<file path="src/rtl/hood_fan_scheduler_if.sv">
// ---------------------------------------------------------------------------
// hood_fan_scheduler_if
// Purpose : bundles the hood-state inputs and the fan/reminder outputs of
//           hood_fan_scheduler into one interface.
// Signals :
//   state           [1:0]  hood state: 00 OFF, 01 STANDBY, 10 SMOKING, 11 CLEANING
//   state_smoke_lvl [3:0]  one-hot smoke level (0001 lvl1, 0010 lvl2, 0100 lvl3)
//   clear_reminder         single-cycle manual clear of runtime and reminder
//   fan_speed       [1:0]  motor command: 0 stop, 1 low, 2 mid, 3 high
//   afterrun_active        high while the after-run is in progress
//   afterrun_left   [7:0]  after-run seconds remaining, 0 otherwise
//   runtime_sec     [15:0] accumulated smoking seconds, saturating
//   clean_reminder         high when runtime_sec >= REMIND_SEC
// Modports: master = hood state machine side (drives inputs),
//           slave  = scheduler side (drives outputs).
// ---------------------------------------------------------------------------
interface hood_fan_scheduler_if;
  logic [1:0]  state;
  logic [3:0]  state_smoke_lvl;
  logic        clear_reminder;
  logic [1:0]  fan_speed;
  logic        afterrun_active;
  logic [7:0]  afterrun_left;
  logic [15:0] runtime_sec;
  logic        clean_reminder;

  modport master (
    output state, state_smoke_lvl, clear_reminder,
    input  fan_speed, afterrun_active, afterrun_left, runtime_sec, clean_reminder
  );

  modport slave (
    input  state, state_smoke_lvl, clear_reminder,
    output fan_speed, afterrun_active, afterrun_left, runtime_sec, clean_reminder
  );
endinterface

</file>
<file path="src/rtl/hood_fan_scheduler.sv">
// ---------------------------------------------------------------------------
// hood_fan_scheduler
// Purpose : drives the exhaust-fan motor from the hood state machine.
//           Maps smoke level to fan speed, runs a timed after-run when
//           smoking ends, and accumulates smoking runtime to raise a clean
//           reminder that a completed cleaning session or a manual clear
//           resets.
// Ports   :
//   clk    system clock
//   reset  synchronous, active-high reset
//   bus    hood_fan_scheduler_if.slave (hood state in, fan/reminder out)
// All outputs are registered: they reflect the inputs sampled at the
// previous clock edge.
// ---------------------------------------------------------------------------
module hood_fan_scheduler #(
  parameter int CLK_PER_SEC  = 100000000,
  parameter int AFTERRUN_SEC = 60,
  parameter int REMIND_SEC   = 36000,
  parameter int CLEAN_SEC    = 180
) (
  input logic                 clk,
  input logic                 reset,
  hood_fan_scheduler_if.slave bus
);

  // Scheduler FSM encoding
  localparam logic [1:0] ST_IDLE     = 2'd0;
  localparam logic [1:0] ST_RUN      = 2'd1;
  localparam logic [1:0] ST_AFTERRUN = 2'd2;
  localparam logic [1:0] ST_CLEAN    = 2'd3;

  // Hood state codes as delivered by the hood state machine
  localparam logic [1:0] HS_OFF      = 2'b00;
  localparam logic [1:0] HS_STANDBY  = 2'b01;
  localparam logic [1:0] HS_SMOKING  = 2'b10;
  localparam logic [1:0] HS_CLEANING = 2'b11;

  localparam int              PW            = (CLK_PER_SEC > 1) ? $clog2(CLK_PER_SEC) : 1;
  localparam logic [PW-1:0]   PRESC_MAX     = PW'(CLK_PER_SEC - 1);
  localparam logic [7:0]      AFTERRUN_LOAD = 8'(AFTERRUN_SEC);
  localparam logic [7:0]      CLEAN_TARGET  = 8'(CLEAN_SEC);
  localparam logic [15:0]     REMIND_TH     = 16'(REMIND_SEC);

  logic [1:0]    r_fsm;
  logic [PW-1:0] r_presc;
  logic [7:0]    r_afterrun_left;
  logic [7:0]    r_clean_cnt;
  logic          r_clean_done;
  logic [15:0]   r_runtime;
  logic          r_reminder;
  logic [1:0]    r_fan_speed;
  logic          r_afterrun_active;

  logic [1:0]    w_next_fsm;
  logic          w_state_change;
  logic          w_tick;
  logic          w_tick_eff;
  logic          w_clean_exit_done;
  logic [1:0]    w_run_speed;
  logic [1:0]    w_next_fan;

  assign w_tick         = (r_presc == PRESC_MAX);
  assign w_state_change = (w_next_fsm != r_fsm);
  // A tick coinciding with a state change is dropped; the new state starts
  // its interval from a freshly cleared prescaler.
  assign w_tick_eff     = w_tick && !w_state_change;

  // Leaving CLEAN after a full session wipes the runtime and reminder.
  assign w_clean_exit_done = (r_fsm == ST_CLEAN) && (w_next_fsm != ST_CLEAN) && r_clean_done;

  // Next-state logic
  always_comb begin
    // NOTE: every combinational output gets a default first so no path
    // leaves it unassigned, which would otherwise infer a latch.
    w_next_fsm = r_fsm;
    case (r_fsm)
      ST_IDLE: begin
        if (bus.state == HS_SMOKING)       w_next_fsm = ST_RUN;
        else if (bus.state == HS_CLEANING) w_next_fsm = ST_CLEAN;
      end
      ST_RUN: begin
        if (bus.state == HS_STANDBY)       w_next_fsm = ST_AFTERRUN;
        else if (bus.state == HS_CLEANING) w_next_fsm = ST_CLEAN;
      end
      ST_AFTERRUN: begin
        if (bus.state == HS_SMOKING)       w_next_fsm = ST_RUN;
        else if (bus.state == HS_CLEANING) w_next_fsm = ST_CLEAN;
        else if (w_tick && (r_afterrun_left == 8'd1)) w_next_fsm = ST_IDLE;
      end
      ST_CLEAN: begin
        if (bus.state == HS_SMOKING)        w_next_fsm = ST_RUN;
        else if (bus.state != HS_CLEANING) w_next_fsm = ST_IDLE;
      end
      default: w_next_fsm = ST_IDLE;
    endcase
    // Power loss overrides everything.
    if (bus.state == HS_OFF) w_next_fsm = ST_IDLE;
  end

  // Level-to-speed map; anything not strictly one of the three levels
  // falls back to low speed so the hood never smokes with the fan stopped.
  always_comb begin
    w_run_speed = 2'd1;
    case (bus.state_smoke_lvl)
      4'b0001: w_run_speed = 2'd1;
      4'b0010: w_run_speed = 2'd2;
      4'b0100: w_run_speed = 2'd3;
      default: w_run_speed = 2'd1;
    endcase
  end

  always_comb begin
    w_next_fan = 2'd0;
    case (w_next_fsm)
      ST_RUN:      w_next_fan = w_run_speed;
      ST_AFTERRUN: w_next_fan = 2'd1;
      default:     w_next_fan = 2'd0;
    endcase
  end

  always_ff @(posedge clk) begin
    // NOTE: registered state uses non-blocking assignments so every flop
    // samples the pre-edge values regardless of statement order.
    if (reset) begin
      r_fsm             <= ST_IDLE;
      r_presc           <= '0;
      r_afterrun_left   <= 8'd0;
      r_clean_cnt       <= 8'd0;
      r_clean_done      <= 1'b0;
      r_runtime         <= 16'd0;
      r_reminder        <= 1'b0;
      r_fan_speed       <= 2'd0;
      r_afterrun_active <= 1'b0;
    end else begin
      r_fsm <= w_next_fsm;

      if (w_state_change || w_tick) r_presc <= '0;
      else                          r_presc <= r_presc + PW'(1);

      // After-run countdown: loaded on entry, decremented per second; the
      // final second's expiry is handled as a transition to IDLE.
      if (w_next_fsm != ST_AFTERRUN)  r_afterrun_left <= 8'd0;
      else if (r_fsm != ST_AFTERRUN)  r_afterrun_left <= AFTERRUN_LOAD;
      else if (w_tick_eff)            r_afterrun_left <= r_afterrun_left - 8'd1;

      // Clean progress only survives while staying in CLEAN.
      if ((r_fsm == ST_CLEAN) && (w_next_fsm == ST_CLEAN)) begin
        if (w_tick_eff && (r_clean_cnt != CLEAN_TARGET)) begin
          r_clean_cnt <= r_clean_cnt + 8'd1;
          if (r_clean_cnt + 8'd1 == CLEAN_TARGET) r_clean_done <= 1'b1;
        end
      end else begin
        r_clean_cnt  <= 8'd0;
        r_clean_done <= 1'b0;
      end

      if (bus.clear_reminder || w_clean_exit_done)
        r_runtime <= 16'd0;
      else if ((r_fsm == ST_RUN) && w_tick_eff && (r_runtime != 16'hFFFF))
        r_runtime <= r_runtime + 16'd1;

      if (bus.clear_reminder || w_clean_exit_done) r_reminder <= 1'b0;
      else                                         r_reminder <= (r_runtime >= REMIND_TH);

      r_fan_speed       <= w_next_fan;
      r_afterrun_active <= (w_next_fsm == ST_AFTERRUN);
    end
  end

  assign bus.fan_speed       = r_fan_speed;
  assign bus.afterrun_active = r_afterrun_active;
  assign bus.afterrun_left   = r_afterrun_left;
  assign bus.runtime_sec     = r_runtime;
  assign bus.clean_reminder  = r_reminder;

endmodule

</file>
<file path="src/flat_wrapper.sv">
// flat-port wrapper written by rule: the top's interface ports become plain ports
module hood_fan_scheduler_flat 
#(
  parameter int CLK_PER_SEC  = 100000000,
  parameter int AFTERRUN_SEC = 60,
  parameter int REMIND_SEC   = 36000,
  parameter int CLEAN_SEC    = 180
)
  (clk, reset, bus_state, bus_state_smoke_lvl, bus_clear_reminder, bus_fan_speed, bus_afterrun_active, bus_afterrun_left, bus_runtime_sec, bus_clean_reminder);
  hood_fan_scheduler_if bus_i ();
  input logic clk;
  input logic reset;
  input wire logic [$bits(bus_i.state)-1:0] bus_state;
  input wire logic [$bits(bus_i.state_smoke_lvl)-1:0] bus_state_smoke_lvl;
  input wire logic [$bits(bus_i.clear_reminder)-1:0] bus_clear_reminder;
  output wire logic [$bits(bus_i.fan_speed)-1:0] bus_fan_speed;
  output wire logic [$bits(bus_i.afterrun_active)-1:0] bus_afterrun_active;
  output wire logic [$bits(bus_i.afterrun_left)-1:0] bus_afterrun_left;
  output wire logic [$bits(bus_i.runtime_sec)-1:0] bus_runtime_sec;
  output wire logic [$bits(bus_i.clean_reminder)-1:0] bus_clean_reminder;
  assign bus_i.state = bus_state;
  assign bus_i.state_smoke_lvl = bus_state_smoke_lvl;
  assign bus_i.clear_reminder = bus_clear_reminder;
  assign bus_fan_speed = bus_i.fan_speed;
  assign bus_afterrun_active = bus_i.afterrun_active;
  assign bus_afterrun_left = bus_i.afterrun_left;
  assign bus_runtime_sec = bus_i.runtime_sec;
  assign bus_clean_reminder = bus_i.clean_reminder;
  hood_fan_scheduler #(.CLK_PER_SEC(CLK_PER_SEC), .AFTERRUN_SEC(AFTERRUN_SEC), .REMIND_SEC(REMIND_SEC), .CLEAN_SEC(CLEAN_SEC)) u_core (.clk(clk), .reset(reset), .bus(bus_i));
endmodule
</file>
<file path="config.mk">
export PLATFORM = sky130hd
export DESIGN_NAME = hood_fan_scheduler_flat
export DESIGN_NICKNAME = d
export VERILOG_FILES = /design/src/rtl/hood_fan_scheduler_if.sv /design/src/rtl/hood_fan_scheduler.sv /design/src/flat_wrapper.sv
export SDC_FILE = /design/constraint.sdc
export NUM_CORES = 1
export LEC_CHECK = 0
export ABC_AREA = 1
export BUFFER_PORTS_ARGS = -buffer_cell sky130_fd_sc_hd__buf_2
export CAP_MARGIN = 20
export CORE_UTILIZATION = 35
export DETAILED_ROUTE_END_ITERATION = 16
export PLACE_DENSITY = 0.6
export SLEW_MARGIN = 20
export SYNTH_ARGS = -nofsm -noshare
export SYNTH_HDL_FRONTEND = slang
export SYNTH_SLANG_ARGS = --single-unit
export TNS_END_PERCENT = 20
</file>
<file path="constraint.sdc">
create_clock -name clk -period 5.1 [get_ports clk]
set_clock_uncertainty 0.15 [all_clocks]
set_input_delay 0.255 -clock clk [delete_from_list [all_inputs] [get_ports clk]]
set_output_delay 0.255 -clock clk [all_outputs]
set_load 0.01 [all_outputs]
</file>
After elaboration in Yosys (flattened, before gate mapping)
Index checks and enable logic that the tools add are counted.
{"block": "word_totals", "ff_bits": 66, "latchBits": 0, "ram_bits": 0, "rom_bits": 0, "input_bits": 9, "out_inout_bits": 28, "wordCells": 71, "mem_count": 0}
{"block": "op_classes", "addsub": 4, "n_mul": 0, "div_mod_pow": 0, "magnitude_cmp": 1, "n_eq_ne": 21, "n_shift": 0, "mux": 14, "bitwise_logic": 1, "n_reduce_logical": 20}
{"cell": "$add 27x1->27 const B", "n": 1}
{"cell": "$eq 27x27->1 const B", "n": 1}
{"cell": "$mux 2", "n": 9}
{"cell": "$add 16x1->16 const B", "n": 1}
{"cell": "$ge 16x16->1 const B", "n": 1}
{"cell": "$ne 16x16->1 const B", "n": 1}
{"cell": "$eq 2x2->1 const B", "n": 6}
{"cell": "$mux 6", "n": 2}
{"cell": "$add 8x1->8 const B", "n": 1}
{"cell": "$eq 8x1->1 const B", "n": 1}
{"cell": "$eq 8x8->1 const B", "n": 1}
{"cell": "$logic_and 1x1->1", "n": 8}
{"cell": "$ne 2x2->1 const B", "n": 4}
{"cell": "$ne 8x8->1 const B", "n": 1}
{"cell": "$pmux 2 s2", "n": 2}
{"cell": "$pmux 2 s4", "n": 1}
{"cell": "$reduce_or 2->1", "n": 4}
{"cell": "$sub 8x1->8 const B", "n": 1}
{"cell": "$eq 2x1->1 const B", "n": 3}
{"cell": "$eq 4x2->1 const B", "n": 1}
{"cell": "$eq 4x3->1 const B", "n": 1}
{"cell": "$logic_not 2->1", "n": 2}
{"cell": "$reduce_or 3->1", "n": 1}
{"cell": "$logic_or 1x1->1", "n": 2}
{"cell": "5 further kinds", "n": 5}

Logic depth before layout (Yosys ltp)
Gate-level depths: netlist (run 1).
{"block": "logic_depth", "word_depth": 12, "ltp_mapped": 19}

Least setup slack after synthesis (run 1)
No wires, ideal clock.
{"block": "synth_timing", "kind": "reg-to-reg", "from": "register u_core.r_presc[0]", "to": "register u_core.r_runtime[12], in the netlist u_core.bus.runtime_sec[12]", "setup_ps": 139, "t_arrival_ps": 2527, "required_ps": 4811, "path_slack_ps": 2284, "stages_incl_launch_ff": 19, "path_cell_list": "dfxtp_1 -> ha_1 -> nand2_1 -> nor2_2 -> nand2_2 -> nor2_2 -> nand3_1 -> nand2_1 -> nand2_1 -> nand2_1 -> nand2_2 -> nand2_4 -> inv_1 -> ha_1 -> nor4_1 -> nor3_1 -> inv_1 -> clkbuf_1 -> nor2_1"}
{"block": "synth_between", "elab_chain_len": 12, "word_cells_on_any_way": 17, "cone_classes": "3 x eq/ne; 5 x mux; 9 x reduce/logical"}
{"element": "start, declared", "line": "hood_fan_scheduler.sv:45", "rtl": "logic [PW-1:0] r_presc;"}
{"element": "start signal, assigned", "line": "hood_fan_scheduler.sv:138", "rtl": "else r_presc <= r_presc + PW'(1);"}
{"element": "$eq 27x27->1 (*)", "line": "hood_fan_scheduler.sv:62", "rtl": "assign w_tick = (r_presc == PRESC_MAX);"}
{"element": "$logic_and 1x1->1 (*)", "line": "hood_fan_scheduler.sv:88", "rtl": "else if (w_tick && (r_afterrun_left == 8'd1)) w_next_fsm = ST_IDLE;"}
{"element": "$mux 2 (*)", "line": "hood_fan_scheduler.sv:88"}
{"element": "$mux 2 (*)", "line": "hood_fan_scheduler.sv:87", "rtl": "else if (bus.state == HS_CLEANING) w_next_fsm = ST_CLEAN;"}
{"element": "$mux 2 (*)", "line": "hood_fan_scheduler.sv:86", "rtl": "if (bus.state == HS_SMOKING) w_next_fsm = ST_RUN;"}
{"element": "$pmux 2 s4 (*)", "line": "hood_fan_scheduler.sv:76", "rtl": "case (r_fsm)"}
{"element": "$mux 2 (*)", "line": "hood_fan_scheduler.sv:97", "rtl": "if (bus.state == HS_OFF) w_next_fsm = ST_IDLE;"}
{"element": "net u_core.w_next_fsm[1]", "line": "hood_fan_scheduler.sv:54", "rtl": "logic [1:0] w_next_fsm;"}
{"element": "$ne 2x2->1 (on tied branches)", "line": "hood_fan_scheduler.sv:69, hood_fan_scheduler.sv:63"}
{"element": "$logic_and 1x1->1 / $logic_not 1->1 (equally long branches)", "line": "hood_fan_scheduler.sv:69, hood_fan_scheduler.sv:66"}
{"element": "$logic_and 1x1->1 (on tied branches)", "line": "hood_fan_scheduler.sv:69, hood_fan_scheduler.sv:66"}
{"element": "$logic_or 1x1->1 / $logic_and 1x1->1 (equally long branches)", "line": "hood_fan_scheduler.sv:157, hood_fan_scheduler.sv:159"}
{"element": "$reduce_or 2->1 (no line) / $logic_and 1x1->1 (equally long branches)"}
{"element": "end signal, assigned", "line": "hood_fan_scheduler.sv:160", "rtl": "r_runtime <= r_runtime + 16'd1;"}
{"element": "end, declared", "line": "hood_fan_scheduler.sv:49", "rtl": "logic [15:0] r_runtime;"}
The timed path passes the listed nets; every way through them passes the cells marked *.
A chain may end at the register's enable or synchronous reset.

Worst setup path after layout (run 1)
{"block": "layout_timing", "from": "register u_core.r_presc[0]", "to": "register u_core.r_fan_speed[1], in the netlist u_core.bus.fan_speed[1]"}
{"block": "layout_between", "elab_chain_len": 9, "word_cells_on_any_way": 10, "cone_classes": "3 x eq/ne; 6 x mux; 1 x reduce/logical"}
{"element": "$eq 27x27->1 (*)", "line": "hood_fan_scheduler.sv:62"}
{"element": "$logic_and 1x1->1 (*)", "line": "hood_fan_scheduler.sv:88"}
{"element": "$mux 2 (*)", "line": "hood_fan_scheduler.sv:88"}
{"element": "$mux 2 (*)", "line": "hood_fan_scheduler.sv:87"}
{"element": "$mux 2 (*)", "line": "hood_fan_scheduler.sv:86"}
{"element": "$pmux 2 s4 (*)", "line": "hood_fan_scheduler.sv:76"}
{"element": "$mux 2 (*)", "line": "hood_fan_scheduler.sv:97"}
{"element": "net u_core.w_next_fsm[1]", "line": "hood_fan_scheduler.sv:54"}
{"element": "$eq 2x2->1 / $eq 2x1->1 (equally long branches)", "line": "hood_fan_scheduler.sv:114", "rtl": "case (w_next_fsm)"}
{"element": "$pmux 2 s2 (*)", "line": "hood_fan_scheduler.sv:114"}
{"element": "end signal, assigned", "line": "hood_fan_scheduler.sv:165", "rtl": "r_fan_speed <= w_next_fan;"}
{"element": "end, declared", "line": "hood_fan_scheduler.sv:51", "rtl": "logic [1:0] r_fan_speed;"}
Marks and branches as above.

==> qor.log, run 1 <==
INFO  global_routing grt_use_total=15.33%
INFO  clocking       ctsHtreeMaxLevel=3
INFO  hold_path      worstHoldPathType=primary input to flop
INFO  timing         finalSetupTns=0ns
INFO  routing        maxUsedRoutingLayer=met4
INFO  global_routing grt_pass1_wl=13910um
INFO  die            number_of_standard_cell_rows_in_the_floorplan=37
INFO  yosys          yosys_warnings=0
INFO  routing        post_route_ant_nets=0
INFO  global_routing grt_pass1_vias=3091
INFO  routing        avgViaCountPerCell=4.830
INFO  placement      place.gp.congestion=0.8070
INFO  setup_path     slack_of_the_worst_reg_to_reg_path=2.11ns
INFO  setup_path     crit_chain=ha_1 -> nand2_1 -> nor2_2 -> nand2_2 -> nor2_2 -> nand3_1 -> nand2_1 -> nand2_1 -> nand2_1 -> nand2_2 -> nand2_4 -> inv_1 -> ha_1 -> nor2_1 -> nand2_1 -> nor4_1 -> dlygate4sd3_1
INFO  layout         final_nets=575
INFO  clocking       cts_tree=built
INFO  placement      placedInstanceArea=0.004053mm2
INFO  hold_path      hold_end=u_core.bus.fan_speed[0]
INFO  layout         synthToLayoutAreaGrowth=14.89%
INFO  pwr            p_leak=1.631nW
INFO  layout         final-seq-area=0.001321mm2
INFO  hold_path      timing.hold.worst.start=bus_state_smoke_lvl[0]
INFO  timing         worst_hold_margin=0.03942ns
INFO  setup_path     critPathMostFrequentCell=nand2_1
INFO  yosys          yosysSeqAreaShare=35.09%
INFO  yosys          post-synth-top-area-cell=dfxtp_1
INFO  run            max_cap_viol_count=0
INFO  clocking       clock_insertion_delay_worst_skew=0.34ns
INFO  die            floorplan_core_area=0.01037mm2
INFO  routing        dr.pass1.iters=6
INFO  setup_path     data_arrival_critical_path=3.13ns
INFO  die            top_level_i_o_count=37
INFO  yosys          post_synth.cell_area_avg=7.325um2
INFO  timing         post-route-period-util=58.58%
INFO  setup_path     crit_path_max_incr_delay=0.57ns
INFO  setup_path     critical_path_class=flop to flop
INFO  placement      port-buffer-count=36
INFO  die            die_x=105.7um
INFO  setup_path     r2r_cells=17
INFO  clocking       cts_resized=0
INFO  routing        vias=3362
INFO  global_routing grt_max_degree=28
INFO  clocking       cts_num_sinks=66
INFO  layout         final_common_cell=nand2_1
INFO  placement      dp_hpwl=6013um
INFO  setup_path     worst_r2r_startpoint=u_core.r_presc[0]
INFO  timing         hold_viol=0
INFO  global_routing globalRouteOverflowTotal=0
INFO  die            floorplan.die_area=0.01118mm2
INFO  setup_path     r2r_end=u_core.bus.fan_speed[1]
INFO  setup_path     cpLargestDelayFamily=simple AND/OR/NAND/NOR gates
INFO  layout         multiInputGateArea=0.002148mm2
INFO  setup_path     capturing_element_type_of_the_critical_path=flop
INFO  timing         drv_slew=0
INFO  routing        wl_met1=3880um
INFO  routing        met2_wirelength=3980um
INFO  layout         filler_cell_count=1125
INFO  run_status     run_status=completed
INFO  timing         worstMarginPinSlew=0.8095ns
INFO  timing         timing.slew.headroom=45.98%
INFO  yosys          netlist_area_pre_place=0.003765mm2
INFO  setup_path     setup.worst_path.start_class=flop
INFO  timing         fmax=0.3347GHz
INFO  pwr            ir_drop=0.2010mV
INFO  layout         antenna_cells=0
INFO  layout         final_core_util=41.71%
INFO  yosys          yosys_register_bits=66
INFO  routing        finalWirelength=8181um
INFO  routing        drt_first_iter_violations=101
INFO  setup_path     crit_path_top_delay_cell=dlygate4sd3_1
INFO  timing         rsz_0062_raised_after_global_routing=false
INFO  clocking       worst_setup_hold_path_clk_slew=0.08ns
INFO  yosys          synthDominantCellAreaShare=35.09%
INFO  setup_path     cp.buffers_inverters=2
INFO  timing         finalCriticalPeriod=2.988ns
INFO  yosys          syn-num-nets=534
INFO  routing        wl_per_cell=11.75um
INFO  setup_path     required=5.24ns
INFO  clocking       clk_root_buffer_cell=clkbuf_8
INFO  die            initial_utilization=36.31%
INFO  global_routing antenna_violations_before_repair=0
INFO  pwr            total_power=0.001127W
INFO  routing        drc=0
INFO  setup_path     critical_path.max_fanout=5
INFO  layout         most_frequent_cells_in_the_layout=95 x nand2_1, 67 x nor2_1, 66 x dfxtp_1
INFO  layout         final_design_area_no_fill=0.004325mm2
INFO  clocking       clockBufferDepth=2
INFO  hold_path      min_path_cells=3
INFO  die            fp.dieH=105.7um
INFO  yosys          synthTopCellsByArea=dfxtp_1 35%, nand2_1 9.5%, nor2_1 6.7%
INFO  routing        wl_met3=207um
INFO  yosys          synth.lib_cells_used.distinct=35
INFO  layout         drive_gt1_share=16.79%
INFO  yosys          netlist_instances=514
INFO  pwr            cellPowerDensity=260.5mW/mm2
INFO  timing         setup_violations=0
INFO  clocking       tritoncts.num_buffers=9
-- synthesized netlist by cell type --
master	n
a2111oi_0	1
a21boi_0	1
a21oi_1	27
a21oi_2	10
buf_2	5
buf_8	2
clkbuf_1	2
dfxtp_1	66
ha_1	11
inv_1	59
inv_2	3
maj3_1	1
nand2_1	95
nand2_2	14
nand2_4	1
nand3_1	29
nand3_4	4
nand3b_1	1
nand4_1	28
nand4_2	1
nor2_1	67
nor2_2	3
nor2_4	3
nor2_8	1
nor3_1	18
nor3_2	1
nor3b_1	4
nor4_1	9
nor4b_1	1
o2111ai_1	1
o21ai_0	5
or2_1	1
or2_2	2
xnor2_1	9
xor2_1	28
-- worst min-delay path: stages --
cell	delay, ns
buf_2	0.09
nor4b_1	0.04
o21ai_0	0.12
-- cells by family (layout without fill, tap and decap cells) --
family          Yosys count  count (layout)  share of synthesized area (%)
simple gates            283             283                          37.29
flops                    66              66                          35.09
xor+xnor                 37              37                          8.608
compound gates           45              45                          7.245
fa+ha+maj                12              12                          3.922
buf+inv                  71             117                          7.843
-- per-layer routing --
| layer | vias to the layer above | GRT usage (%) |
|---|---|---|
| li1 | 1764 | - |
| met4 | 0 | 5.159 |
| met1 | 1558 | 18.53 |
| met2 | 31 | 26.52 |
| met5 | - | 0 |
| met3 | 9 | 3.649 |
-- worst max path at each step --
stage / startpoint / to / slack (ns) / cells past startpoint
6_report: u_core.r_presc[0] / u_core.bus.fan_speed[1] / 2.11 / 17
2_1_floorplan: u_core.r_presc[0] / u_core.bus.runtime_sec[12] / 2.28 / 18
4_1_cts: u_core.r_presc[0] / u_core.bus.runtime_sec[12] / 2.08 / 17
3_5_place_dp: u_core.r_presc[0] / u_core.bus.runtime_sec[12] / 2.10 / 17
5_1_grt: u_core.r_presc[0] / u_core.bus.runtime_sec[9] / 1.72 / 17
3_3_place_gp: u_core.r_presc[0] / u_core.bus.runtime_sec[12] / 2.21 / 17
-- through the flow --
step / instances / worst slack (ns)
6_report: 696 / 2.112
5_1_grt: 696 / 1.721
4_1_cts: 696 / 2.076
3_5_place_dp: 677 / 2.102
3_3_place_gp: 677 / 2.211
2_1_floorplan: 514 / 2.284
-- timing repair --
item | in CTS | in global routing
endpoints found under the hold margin | 3 | 0
setup buffers | 0 | 0
hold buffers | 3 | 0
-- cell type report --
type | instances | share of cell area, %
clock buffer | 10 | 2.951
clock inverter | 6 | 2.661
inverter | 62 | 5.380
multi-input combinational | 377 | 49.67
sequential | 66 | 30.55
tap | 136 | 3.934
timing repair buffer | 39 | 4.860
-- registers in the layout, indices dropped and copies added (netlist names) --
register and cells:
u_core.bus.runtime_sec 16, u_core.bus.clean_reminder 1, u_core.r_presc 27, u_core.r_clean_done 1, u_core.r_fsm 2, u_core.bus.afterrun_left 8
u_core.bus.fan_speed 2, u_core.r_clean_cnt 8, u_core.bus.afterrun_active 1
-- report_power, final --
group / internal [W] / switching (W)
registers: 0.000520 / 0.00000492
logic: 0.0000210 / 0.0000427
clock network: 0.000327 / 0.000212
total: 0.000867 / 0.000260
No activity file was read; power rests on OpenSTA's default activity.
==> run 2: changes to the inputs <==
--- a/config.mk
+++ b/config.mk
@@ -10,7 +10,7 @@
 export CAP_MARGIN = 20
 export CORE_UTILIZATION = 35
 export DETAILED_ROUTE_END_ITERATION = 16
-export PLACE_DENSITY = 0.6
+export PLACE_DENSITY = 0.62
 export SLEW_MARGIN = 20
 export SYNTH_ARGS = -nofsm -noshare
 export SYNTH_HDL_FRONTEND = slang
==> constraint.sdc (replaced) <==
create_clock -name clk -period 2.4 [get_ports clk]
set_clock_uncertainty 0.15 [all_clocks]
set_input_delay 0.12 -clock clk [delete_from_list [all_inputs] [get_ports clk]]
set_output_delay 0.12 -clock clk [all_outputs]
set_load 0.01 [all_outputs]
==> qor.log, run 2 (synthesis gave the netlist of run 1 again) <==
INFO  run_status     run_status=completed
INFO  placement      dp_hpwl=6869um
INFO  placement      port-buffer-count=36
INFO  setup_path     r2r_cells=17
INFO  layout         most_frequent_cells_in_the_layout=89 x nand2_1, 63 x nor2_1, 63 x dfxtp_1
INFO  placement      placedInstanceArea=0.004489mm2
INFO  routing        vias=3709
INFO  setup_path     r2r_end=u_core.bus.runtime_sec[8]
INFO  setup_path     worst_r2r_startpoint=u_core.r_presc[1]
INFO  global_routing grt_max_degree=28
INFO  hold_path      timing.hold.worst.start=bus_state[1]
INFO  die            floorplan_core_area=0.01037mm2
INFO  clocking       ctsHtreeMaxLevel=3
INFO  layout         largest_register_ffs=27
INFO  setup_path     critical_path_class=flop to flop
INFO  setup_path     setup.worst_path.start_class=flop
INFO  clocking       clockBufferDepth=2
INFO  timing         finalSetupTns=0ns
INFO  die            top_level_i_o_count=37
INFO  timing         finalCriticalPeriod=2.380ns
INFO  layout         drive_gt1_share=28.96%
INFO  timing         drv_slew=0
INFO  routing        drc=0
INFO  timing         worstMarginPinSlew=0.5169ns
INFO  routing        post_route_ant_nets=0
INFO  routing        maxUsedRoutingLayer=met4
INFO  die            die_x=105.7um
INFO  layout         registers.top_by_ff_count=u_core.r_presc
INFO  global_routing grt_pass1_vias=3600
INFO  routing        drt_first_iter_violations=162
INFO  clocking       cts_num_sinks=66
INFO  routing        met2_wirelength=4669um
INFO  layout         synthToLayoutAreaGrowth=32.04%
INFO  timing         post-route-period-util=99.15%
INFO  global_routing globalRouteOverflowTotal=0
INFO  layout         final_nets=640
INFO  timing         fmax=0.4202GHz
INFO  clocking       worst_setup_hold_path_clk_slew=0.07ns
INFO  clocking       cts_tree=built
INFO  layout         filler_cell_count=1033
INFO  setup_path     cp.buffers_inverters=1
INFO  timing         timing.slew.headroom=64.65%
INFO  placement      place.gp.congestion=0.8480
INFO  timing         worst_hold_margin=0.03268ns
INFO  global_routing antenna_violations_before_repair=0
INFO  pwr            p_leak=1.979nW
INFO  setup_path     slack_of_the_worst_reg_to_reg_path=0.02ns
INFO  pwr            ir_drop=0.2642mV
INFO  routing        wl_met1=4273um
INFO  layout         final_design_area_no_fill=0.004971mm2
INFO  pwr            cellPowerDensity=459.7mW/mm2
INFO  timing         hold_viol=0
INFO  setup_path     crit_path_max_incr_delay=0.36ns
INFO  run            max_cap_viol_count=0
INFO  routing        dr.pass1.iters=4
INFO  die            initial_utilization=36.31%
INFO  layout         final_core_util=47.94%
INFO  setup_path     critPathCapture=u_core.bus.runtime_sec[8]
INFO  setup_path     worstSetupStartpoint=u_core.r_presc[1]
INFO  clocking       clock_insertion_delay_worst_skew=0.35ns
INFO  setup_path     critPathMostFrequentCell=nand2_1
INFO  clocking       clk_root_buffer_cell=clkbuf_8
INFO  routing        finalWirelength=9579um
INFO  layout         final_common_cell=nand2_1
INFO  setup_path     cpLargestDelayFamily=simple AND/OR/NAND/NOR gates
INFO  setup_path     critical_path.max_fanout=8
INFO  timing         setup_violations=0
INFO  timing         final.setup.worst_slack=0.02038ns
INFO  setup_path     capturing_element_type_of_the_critical_path=flop
INFO  layout         antenna_cells=0
INFO  setup_path     crit_chain=ha_4 -> nand2_4 -> nor2_4 -> nand2_2 -> nor2_4 -> nand3_2 -> nand2_1 -> nand2_1 -> nand2_1 -> nand2_2 -> buf_6 -> nand3_4 -> nand3_4 -> nor2_8 -> nand3_4 -> nand2_1 -> a21oi_1
INFO  hold_path      worstHoldPathType=primary input to flop
INFO  clocking       tritoncts.num_buffers=9
INFO  setup_path     data_arrival_critical_path=2.47ns
INFO  die            floorplan.die_area=0.01118mm2
INFO  routing        avgViaCountPerCell=4.874
INFO  placement      pre_cts_slack=-0.03203ns
INFO  setup_path     required=2.49ns
INFO  die            fp.dieH=105.7um
INFO  timing         rsz_0062_raised_after_global_routing=true
INFO  routing        wl_met3=431um
INFO  routing        wl_per_cell=12.59um
INFO  setup_path     timing.critical_path.depth=17
INFO  die            number_of_standard_cell_rows_in_the_floorplan=37
INFO  global_routing grt_pass1_wl=16180um
INFO  setup_path     crit_path_top_delay_cell=dfxtp_2
INFO  global_routing grt_use_total=17.93%
## run 2: cell types whose count changed in the layout (fill, tap and decap cells not counted), sizes merged
cell / change
buf: +60
nand3: +1
dlygate4sd3: +4
clkbuf: +2
bufinv: -2
clkinv: -1
clkinvlp: +1
## run 2: how the worst min path moves through the flow
stage,end,cells past startpoint
after global placement,u_core.bus.fan_speed[1],2
after detailed placement,u_core.bus.fan_speed[1],2
after CTS,u_core.r_fsm[0],3
after global routing,u_core.r_fsm[0],3
final,u_core.r_fsm[0],3
after floorplan,u_core.r_fsm[0],1
## run 2: timing repair
| item | CTS | global route |
|---|---|---|
| hold buffers | 7 | 0 |
| setup buffers | 8 | 1 |
| gates cloned | 1 | 2 |
| gates resized for setup | 3 | 30 |
| endpoints found under the hold margin | 6 | 0 |
| pin swaps | 3 | 13 |
| setup endpoints to repair | 16 | 63 |
## run 2: power breakdown
part	leakage [nW]	internal (W)	total (W)	switching, W
sequential	0.534	0.00110	0.00111	0.00000644
combinational	1.35	0.0000842	0.000203	0.000119
clock	0.0986	0.000535	0.000970	0.000435
total	1.98	0.00172	0.00229	0.000561
## run 2: worst register-to-register path: stages (launching register included)
cell	delay, ns
dfxtp_2	0.36
ha_4	0.16
nand2_4	0.06
nor2_4	0.09
nand2_2	0.07
nor2_4	0.10
nand3_2	0.08
nand2_1	0.06
nand2_1	0.04
nand2_1	0.07
nand2_2	0.08
buf_6	0.13
nand3_4	0.06
nand3_4	0.12
nor2_8	0.24
nand3_4	0.21
nand2_1	0.13
a21oi_1	0.06
## run 2: final cells by class
class / instances / area [um2] / area share [%]
tap: 136 / 170.2 / 3.423
sequential: 66 / 1325 / 26.65
timing repair buffer: 103 / 752.0 / 15.13
clock inverter: 4 / 50.05 / 1.007
clock buffer: 12 / 155.1 / 3.121
inverter: 62 / 235.2 / 4.732
multi-input combinational: 378 / 2283 / 45.94
## run 2: per-stage QoR
stage,power (W),instances
floorplan,0.001247,514
global placement,0.001305,727
detailed placement,0.001308,727
CTS,0.002311,759
global route,0.002387,761
finish,0.002285,761
## run 2: layer usage
layer | vias to the layer above | track usage [%]
li1 | 1899 | -
met1 | 1712 | 22.26
met2 | 78 | 30.49
met3 | 20 | 3.525
met4 | 0 | 6.746
met5 | - | 0
==> run 3: changes to the inputs <==
--- a/config.mk
+++ b/config.mk
@@ -11,6 +11,7 @@
 export CORE_UTILIZATION = 35
 export DETAILED_ROUTE_END_ITERATION = 16
 export PLACE_DENSITY = 0.62
+export SETUP_SLACK_MARGIN = 0.05
 export SLEW_MARGIN = 20
 export SYNTH_ARGS = -nofsm -noshare
 export SYNTH_HDL_FRONTEND = slang
==> qor.log, run 3 (synthesis gave the netlist of run 1 again) <==
INFO  die            number_of_standard_cell_rows_in_the_floorplan=37
INFO  die            fp.dieH=105.7um
INFO  setup_path     slack_of_the_worst_reg_to_reg_path=0.03ns
INFO  hold_path      worstHoldPathType=primary input to flop
INFO  global_routing grt_use_total=17.95%
INFO  timing         hold_viol=0
INFO  run            max_cap_viol_count=0
INFO  layout         final_nets=640
INFO  timing         finalSetupTns=0ns
INFO  die            die_x=105.7um
INFO  layout         antenna_cells=0
INFO  global_routing grt_pass1_wl=16190um
INFO  clocking       cts_tree=built
INFO  layout         final_core_util=48.00%
INFO  clocking       clock_insertion_delay_worst_skew=0.35ns
INFO  setup_path     critPathMostFrequentCell=nand2_1
INFO  timing         rsz_0062_raised_after_global_routing=true
INFO  routing        post_route_ant_nets=0
INFO  timing         timing.slew.headroom=66.34%
INFO  timing         drv_slew=0
INFO  pwr            total_power=0.002286W
INFO  routing        finalWirelength=9595um
INFO  setup_path     required=2.49ns
INFO  setup_path     r2r_cells=17
INFO  die            floorplan_core_area=0.01037mm2
INFO  clocking       clk_root_buffer_cell=clkbuf_8
INFO  setup_path     crit_path_top_delay_cell=dfxtp_2
INFO  layout         filler_cell_count=1029
INFO  layout         registers.top_by_ff_count=u_core.r_presc
INFO  timing         worstMarginPinSlew=0.4922ns
INFO  clocking       cts_num_sinks=66
INFO  timing         setup_violations=0
INFO  layout         post_layout_nonfiller_instances=761
INFO  setup_path     critical_path_class=flop to flop
INFO  pwr            cellPowerDensity=459.4mW/mm2
INFO  timing         worst_hold_margin=0.03283ns
INFO  routing        dr.pass1.iters=4
INFO  global_routing grt_pass1_vias=3604
INFO  die            floorplan.die_area=0.01118mm2
INFO  setup_path     crit_path_max_incr_delay=0.36ns
INFO  layout         multiInputGateArea=0.002288mm2
INFO  global_routing grt_max_degree=28
INFO  placement      dp_hpwl=6869um
INFO  placement      dp.cells=727
INFO  timing         fmax=0.4212GHz
INFO  pwr            ir_drop=0.2643mV
INFO  clocking       ctsHtreeMaxLevel=3
INFO  global_routing antenna_violations_before_repair=0
INFO  layout         most_frequent_cells_in_the_layout=89 x nand2_1, 62 x dfxtp_1, 61 x nor2_1
INFO  setup_path     capturing_element_type_of_the_critical_path=flop
INFO  setup_path     crit_chain=ha_4 -> nand2_4 -> nor2_4 -> nand2_2 -> nor2_4 -> nand3_2 -> nand2_1 -> nand2_1 -> nand2_1 -> nand2_2 -> buf_6 -> nand3_4 -> nand3_4 -> nor2_8 -> nand3_4 -> nand2_1 -> a21oi_1
INFO  setup_path     critical_path.max_fanout=8
INFO  routing        vias=3704
INFO  timing         finalCriticalPeriod=2.374ns
INFO  placement      port-buffer-count=36
INFO  pwr            p_leak=1.979nW
INFO  die            top_level_i_o_count=37
INFO  global_routing globalRouteOverflowTotal=0
INFO  routing        wl_per_cell=12.61um
INFO  layout         drive_gt1_share=29.44%
INFO  timing         post-route-period-util=98.92%
INFO  run_status     run_status=completed
INFO  setup_path     setup.worst_path.start_class=flop
INFO  layout         final_common_cell=nand2_1
INFO  clocking       clockBufferDepth=2
INFO  layout         largest_register_ffs=27
INFO  setup_path     data_arrival_critical_path=2.46ns
INFO  die            initial_utilization=36.31%
INFO  routing        avgViaCountPerCell=4.867
INFO  clocking       tritoncts.num_buffers=9
INFO  routing        drc=0
INFO  placement      place.gp.congestion=0.8480
INFO  layout         final-seq-area=0.001326mm2
INFO  clocking       worst_setup_hold_path_clk_slew=0.07ns
INFO  layout         synthToLayoutAreaGrowth=32.20%
INFO  hold_path      min_path_cells=3
INFO  routing        drt_first_iter_violations=185
[run 3: cell counts in the layout (fill, tap and decap cells not counted)]
No cell type changed its count.
[run 3: final cells by class]
type | instances | area share, %
Inverter | 62 | 4.726
Timing Repair Buffer | 103 | 15.11
Tap cell | 136 | 3.419
Sequential cell | 66 | 26.65
Clock inverter | 4 | 1.006
Clock buffer | 12 | 3.117
Multi-Input combinational cell | 378 | 45.98
[run 3: metrics by stage]
step	cell area, um2	setup WS (ns)
CTS	4863	-0.03338
global route	4977	-0.1569
global placement	4489	0.02054
finish	4977	0.02586
detailed placement	4489	-0.03203
floorplan	3811	-0.01137
[run 3: critical path, delay by kind of cell, from the launching register on]
family | cells | cell delay, ns
simple gates | 14 | 1.39
fa+ha+maj | 1 | 0.16
buf+inv | 1 | 0.13
flops | 1 | 0.36
compound gates | 1 | 0.06
[run 3: where the power goes]
group | total (W) | switching (W) | leakage (nW) | internal, W
Clock | 0.000970 | 0.000435 | 0.0986 | 0.000535
Combinational | 0.000205 | 0.000120 | 1.35 | 0.0000849
Sequential | 0.00111 | 0.00000647 | 0.535 | 0.00110
Total | 0.00229 | 0.000562 | 1.98 | 0.00172
[run 3: final timing paths]
check / from / to
max: u_core.r_presc[1] / u_core.bus.runtime_sec[8]
min: bus_state[1] / u_core.r_fsm[0]
max reg2reg: u_core.r_presc[1] / u_core.bus.runtime_sec[8]
min reg2reg: u_core.r_presc[4] / u_core.r_presc[4]
[run 3: timing repair]
item                                    4_1_cts  5_1_grt
setup buffers                                 8        1
endpoints found under the setup margin       18       63
pin swaps                                     3       14
gates cloned                                  1        2
resized for setup                             4       32
endpoints found under the hold margin         6        0
hold buffers                                  7        0
[run 3: layer usage]
layer	track usage (%)	part of all wire, %	vias to the layer above	wire, um
met5	0	0	-	0
met4	6.746	2.1	0	198
met3	3.525	4.2	18	404
met2	30.72	49	70	4712
met1	22.15	45	1719	4279
li1	-	-	1897	-
